--- config.mk ---
export PLATFORM = sky130hd
export DESIGN_NAME = jk_bank_sched_flat
export DESIGN_NICKNAME = d
export VERILOG_FILES = /design/src/rtl/jk_bank_if.sv /design/src/rtl/jk_bank_sched.sv /design/src/flat_wrapper.sv
export SDC_FILE = /design/constraint.sdc
export NUM_CORES = 1
export LEC_CHECK = 0
export CORE_ASPECT_RATIO = 1.2
export CORE_UTILIZATION = 39
export CTS_CLUSTER_DIAMETER = 80
export DETAILED_ROUTE_END_ITERATION = 7
export GPL_ROUTABILITY_DRIVEN = 0
export PLACE_DENSITY = 0.92
export SLEW_MARGIN = 20
export SYNTH_ARGS = -nofsm -noshare
export SYNTH_HDL_FRONTEND = slang
export SYNTH_SLANG_ARGS = --single-unit
--- constraint.sdc ---
create_clock -name clk -period 3.8 [get_ports clk]
set_clock_uncertainty 0.1 [all_clocks]
set_input_delay 0.95 -clock clk [delete_from_list [all_inputs] [get_ports clk]]
set_output_delay 0.95 -clock clk [all_outputs]
set_load 0.005 [all_outputs]
--- src/rtl/jk_bank_if.sv ---
// Requester, flip-flop bank and status signals of the JK bank scheduler.
// The master side issues requests and returns the bank's q; the slave side schedules.
interface jk_bank_if #(
    parameter int NREQ = 4,
    parameter int NFF  = 8,
    parameter int IW   = 3
);
    logic [NREQ-1:0]    req;
    logic [2*NREQ-1:0]  op;
    logic [IW*NREQ-1:0] idx;
    logic [NREQ-1:0]    gnt;
    logic [NFF-1:0]     j_out;
    logic [NFF-1:0]     k_out;
    logic [NFF-1:0]     q_in;
    logic               busy;
    logic               done;
    logic [IW-1:0]      done_id;
    logic               err;

    modport master (
        output req, op, idx, q_in,
        input  gnt, j_out, k_out, busy, done, done_id, err
    );

    modport slave (
        input  req, op, idx, q_in,
        output gnt, j_out, k_out, busy, done, done_id, err
    );
endinterface

--- src/rtl/jk_bank_sched.sv ---
// Round-robin scheduler sharing one JK flip-flop bank between NREQ requesters.
// Each op is driven onto j/k for one cycle, then q is read back and checked.
module jk_bank_sched #(
    parameter int NREQ = 4,
    parameter int NFF  = 8,
    parameter int IW   = 3
) (
    input  logic     clk,
    input  logic     reset,
    jk_bank_if.slave bus
);
    localparam int PW = (NREQ > 1) ? $clog2(NREQ) : 1;

    typedef enum logic [1:0] {IDLE, DRIVE, CHECK, REJECT} state_e;

    state_e        state_q, state_d;
    logic [PW-1:0] ptr_q, ptr_d;
    logic [PW-1:0] id_q, id_d;
    logic [1:0]    op_q, op_d;
    logic [IW-1:0] idx_q, idx_d;
    logic          exp_q, exp_d;

    logic          win_vld;
    logic [PW-1:0] win;
    logic [1:0]    win_op;
    logic [IW-1:0] win_idx;
    logic          win_q;
    logic          win_legal;

    logic [NREQ-1:0] gnt_v;
    logic [NFF-1:0]  j_v;
    logic [NFF-1:0]  k_v;
    logic            done_v;
    logic            err_v;

    function automatic logic q_at(input logic [IW-1:0] i,
                                  input logic [NFF-1:0] q);
        logic r;
        r = 1'b0;
        for (int f = 0; f < NFF; f++) begin
            if (i == IW'(f)) r = q[f];
        end
        return r;
    endfunction

    // Outer loop walks the search order, so the first hit is the winner.
    always_comb begin
        win_vld = 1'b0;
        win     = '0;
        for (int k = 0; k < NREQ; k++) begin
            for (int r = 0; r < NREQ; r++) begin
                if (!win_vld && bus.req[r] &&
                    ((int'(ptr_q) + k == r) ||
                     (int'(ptr_q) + k == r + NREQ))) begin
                    win_vld = 1'b1;
                    win     = PW'(r);
                end
            end
        end
    end

    always_comb begin
        win_op  = '0;
        win_idx = '0;
        for (int r = 0; r < NREQ; r++) begin
            if (win == PW'(r)) begin
                win_op  = bus.op[2*r +: 2];
                win_idx = bus.idx[IW*r +: IW];
            end
        end
        win_legal = (int'(win_idx) < NFF);
        win_q     = win_legal ? q_at(win_idx, bus.q_in) : 1'b0;
    end

    always_comb begin
        state_d = state_q;
        ptr_d   = ptr_q;
        id_d    = id_q;
        op_d    = op_q;
        idx_d   = idx_q;
        exp_d   = exp_q;
        gnt_v   = '0;
        j_v     = '0;
        k_v     = '0;
        done_v  = 1'b0;
        err_v   = 1'b0;
        unique case (state_q)
            IDLE: begin
                if (win_vld && !reset) begin
                    for (int r = 0; r < NREQ; r++) begin
                        gnt_v[r] = (win == PW'(r));
                    end
                    id_d  = win;
                    op_d  = win_op;
                    idx_d = win_idx;
                    unique case (win_op)
                        2'b00:   exp_d = win_q;
                        2'b01:   exp_d = 1'b0;
                        2'b10:   exp_d = 1'b1;
                        default: exp_d = ~win_q;
                    endcase
                    if (int'(win) == NREQ - 1) ptr_d = '0;
                    else                       ptr_d = win + 1'b1;
                    state_d = win_legal ? DRIVE : REJECT;
                end
            end
            DRIVE: begin
                for (int f = 0; f < NFF; f++) begin
                    if (idx_q == IW'(f)) begin
                        j_v[f] = op_q[1];
                        k_v[f] = op_q[0];
                    end
                end
                state_d = CHECK;
            end
            CHECK: begin
                done_v  = 1'b1;
                err_v   = (q_at(idx_q, bus.q_in) != exp_q);
                state_d = IDLE;
            end
            REJECT: begin
                done_v  = 1'b1;
                err_v   = 1'b1;
                state_d = IDLE;
            end
            default: state_d = IDLE;
        endcase
    end

    always_ff @(posedge clk or posedge reset) begin
        if (reset) begin
            state_q <= IDLE;
            ptr_q   <= '0;
            id_q    <= '0;
            op_q    <= '0;
            idx_q   <= '0;
            exp_q   <= 1'b0;
        end else begin
            state_q <= state_d;
            ptr_q   <= ptr_d;
            id_q    <= id_d;
            op_q    <= op_d;
            idx_q   <= idx_d;
            exp_q   <= exp_d;
        end
    end

    assign bus.gnt     = gnt_v;
    assign bus.j_out   = j_v;
    assign bus.k_out   = k_v;
    assign bus.busy    = (state_q != IDLE);
    assign bus.done    = done_v;
    assign bus.err     = err_v;
    assign bus.done_id = IW'(id_q);
endmodule

--- src/flat_wrapper.sv ---
// flat-port wrapper written by rule: the top's interface ports become plain ports
module jk_bank_sched_flat 
#(
    parameter int NREQ = 4,
    parameter int NFF  = 8,
    parameter int IW   = 3
)
  (clk, reset, bus_req, bus_op, bus_idx, bus_q_in, bus_gnt, bus_j_out, bus_k_out, bus_busy, bus_done, bus_done_id, bus_err);
  jk_bank_if #(.NREQ(NREQ), .NFF(NFF), .IW(IW)) bus_i ();
  input  logic clk;
  input  logic reset;
  input wire logic [$bits(bus_i.req)-1:0] bus_req;
  input wire logic [$bits(bus_i.op)-1:0] bus_op;
  input wire logic [$bits(bus_i.idx)-1:0] bus_idx;
  input wire logic [$bits(bus_i.q_in)-1:0] bus_q_in;
  output wire logic [$bits(bus_i.gnt)-1:0] bus_gnt;
  output wire logic [$bits(bus_i.j_out)-1:0] bus_j_out;
  output wire logic [$bits(bus_i.k_out)-1:0] bus_k_out;
  output wire logic [$bits(bus_i.busy)-1:0] bus_busy;
  output wire logic [$bits(bus_i.done)-1:0] bus_done;
  output wire logic [$bits(bus_i.done_id)-1:0] bus_done_id;
  output wire logic [$bits(bus_i.err)-1:0] bus_err;
  assign bus_i.req = bus_req;
  assign bus_i.op = bus_op;
  assign bus_i.idx = bus_idx;
  assign bus_i.q_in = bus_q_in;
  assign bus_gnt = bus_i.gnt;
  assign bus_j_out = bus_i.j_out;
  assign bus_k_out = bus_i.k_out;
  assign bus_busy = bus_i.busy;
  assign bus_done = bus_i.done;
  assign bus_done_id = bus_i.done_id;
  assign bus_err = bus_i.err;
  jk_bank_sched #(.NREQ(NREQ), .NFF(NFF), .IW(IW)) u_core (.clk(clk), .reset(reset), .bus(bus_i));
endmodule
==> impl_metrics.env <==
export IMPL_status="finished, final reports clean"
export IMPL_crit_fanout=2
export IMPL_drc=0
export IMPL_drt_iter0_drc=28
export IMPL_nets=244
export IMPL_fin_crit_sh_pct=98.0
export IMPL_diodes=0
export IMPL_final_area_um2=1840
export IMPL_yosysSeqAreaShare_pct=27.2
export IMPL_dp_hpwl_mm=2.62
export IMPL_grt_pass1_vias=1251
export IMPL_synthArstFlopShare_pct=100
export IMPL_period_minus_slack_ns=3.72
export IMPL_netlist_area_um2=1100
export IMPL_cts_buffers=3
export IMPL_maxCapViolations=0
export IMPL_cts_sinks=12
export IMPL_io_buffers=58
export IMPL_slew_violations=0
export IMPL_yosys_area_top_type="dfrtp_1"
export IMPL_htreeDepth=1
export IMPL_ys_ff_latch=12
export IMPL_ios=60
export IMPL_ant_nets=0
export IMPL_synth_edf_count=0
export IMPL_cts_root_buf="clkbuf_4"
export IMPL_rows=20
export IMPL_cp_end_kind="output port"
export IMPL_cts_hold_fix_buffers=0
export IMPL_coreArea_um2=2600
export IMPL_synthTopCellsByArea="dfrtp_1 (27%), nor2_1 (5.8%), a21oi_1 (5.4%)"
export IMPL_p_total_uw=927
export IMPL_cts_tree="done"
export IMPL_r2r_start="u_core.ptr_q[1]$_DFFE_PP0P_"
export IMPL_rsz0062_at_grt="no"
export IMPL_synthToLayoutAreaGrowth_pct=67.1
export IMPL_grt_max_degree=17
export IMPL_grt_overflow=0
export IMPL_crit_path_start_kind="input port"
export IMPL_yosysTopAreaCellShare_pct=27.2
export IMPL_ys_flop_type="dfrtp_1"
export IMPL_dr_total_vias=1269
export IMPL_reg2reg_slack_ns=0.49
export IMPL_min_path_type="flip-flop to flip-flop"
export IMPL_mostFrequentLayoutCells="clkdlybuf4s50_1 (49), nor2_1 (17), buf_4 (17), dfrtp_1 (12)"
export IMPL_start_util_pct=42.4
export IMPL_power_density_nw_per_um2=504
export IMPL_arrival_ns=2.67
export IMPL_design_die_area_um2=3040
export IMPL_synth_area_per_cell_um2=8.11
export IMPL_wl_per_cell_um=13.9
export IMPL_antenna_found_initial=0
export IMPL_cp_required_ns=2.75
export IMPL_grt_pass1_wl_mm=5.12
export IMPL_final_common_cell="clkdlybuf4s50_1"
export IMPL_hold_start="u_core.id_q[1]$_DFFE_PP0P_"
export IMPL_die_y_um=60.2
export IMPL_cts_path_max_buffers=2
export IMPL_worst_slack_ns=0.0765
export IMPL_power_leakage_uw=0.000839
export IMPL_startpoint="bus_q_in[0]"
export IMPL_syn_inst=136
export IMPL_routed_wl_mm=3.30
export IMPL_setup_viol=0
export IMPL_drive_gt1_share_pct=18.1
export IMPL_first_pass_iters=4
export IMPL_report_final_hold_viol_count=0
export IMPL_syn_nets=174
export IMPL_synth_distinct_cells=41
export IMPL_path_clk_slew_ns=0.07
export IMPL_placed_cell_area_um2=1790
export IMPL_vias_per_cell=5.35
export IMPL_pre_cts_slack_ns=-0.331
export IMPL_fmax_ghz=0.269
export IMPL_die_w_um=50.5
export IMPL_yosysWarnings=0
export IMPL_grt_usage_pct=22.8
export IMPL_ir_drop_v=0.000339
export IMPL_criticalPathCategory="input port to output port"
export IMPL_clk_latency_ns=0.27
path summary, 6_finish.rpt:
check                                              endpoint  depth (start not counted)
min in group asynchronous        u_core.id_q[0]$_DFFE_PP0P_                          2
worst max-delay path                                bus_err                          7
worst max register to register     u_core.exp_q$_DFFE_PP0P_                         13
max in group asynchronous       u_core.idx_q[2]$_DFFE_PP0P_                          2
worst min register to register   u_core.id_q[1]$_DFFE_PP0P_                          1
worst min-delay path             u_core.id_q[1]$_DFFE_PP0P_                          1
synthesized netlist by cell type (3+ instances only):
| cell | count |
|---|---|
| nor2_1 | 17 |
| a21oi_1 | 12 |
| dfrtp_1 | 12 |
| inv_1 | 10 |
| nand2_1 | 10 |
| nor2b_1 | 5 |
| nor3_1 | 5 |
| o21ai_0 | 5 |
| and2_1 | 4 |
| clkbuf_1 | 4 |
| ha_1 | 4 |
| mux2i_1 | 4 |
| nand2b_1 | 4 |
| a221o_1 | 3 |
| buf_2 | 3 |
| o21a_1 | 3 |
registers in the layout, summed over array words and instances, names as in the netlist:
| name | cells |
|---|---|
| u_core.idx_q | 3 |
| u_core.id_q | 2 |
| u_core.op_q | 2 |
| u_core.ptr_q | 2 |
| u_core.state_q | 2 |
| u_core.exp_q | 1 |
report_power, final:
| part | total, uW | internal, uW | switching, uW |
|---|---|---|---|
| registers | 255 | 180 | 74.2 |
| clock network | 76.0 | 36.7 | 39.3 |
| logic | 597 | 324 | 273 |
| total | 927 | 541 | 386 |
cell families (layout without fill, tap and decap cells):
group	after synthesis	count (layout)	share of synthesized area [%]
flops	12	12	27.2
compound gates	37	37	25.0
fa+ha+maj	4	4	4.54
xor+xnor	1	1	0.795
other cells	1	1	0.340
simple gates	54	54	25.9
buf+inv	20	88	8.51
mux	7	7	7.72
final cells by class:
class | instances | area, um^2
fill | 213 | 761
multi-input combinational | 104 | 732
timing repair buffer | 75 | 708
sequential | 12 | 300
tap | 33 | 41.3
inverter | 10 | 37.5
clock buffer | 3 | 22.5
timing repair:
action	4_1_cts	5_1_grt
gates resized for setup	9	8
endpoints found under the setup margin	6	4
pin swaps	2	1
buffers inserted	1	1
per-stage QoR:
stage | instances | setup TNS [ns] | hold WS, ns | util [%]
5_1_grt | 237 | 0 | 0.446 | 70.8
4_1_cts | 236 | 0 | 0.421 | 70.0
6_report | 237 | 0 | 0.418 | 70.8
3_3_place_gp | 232 | -0.515 | 0.401 | 68.6
3_5_place_dp | 232 | -1.08 | 0.406 | 68.6
2_1_floorplan | 136 | 0 | 0.370 | -
routing by layer:
layer,vias to the layer above,track usage (%),wire [um]
met5,-,0,0
li1,619,-,-
met2,58,45.3,1790
met3,11,3.82,181
met4,0,13.1,104
met1,581,21.7,1220
worst max-delay path, cell delays in order:
cell             delay (ns)
clkdlybuf4s50_1        0.44
mux4_2                 0.47
a21oi_2                0.14
o21ai_1                0.09
xor2_1                 0.17
o21a_1                 0.16
dlygate4sd2_1          0.26
No activity file was read; power rests on OpenSTA's default activity.
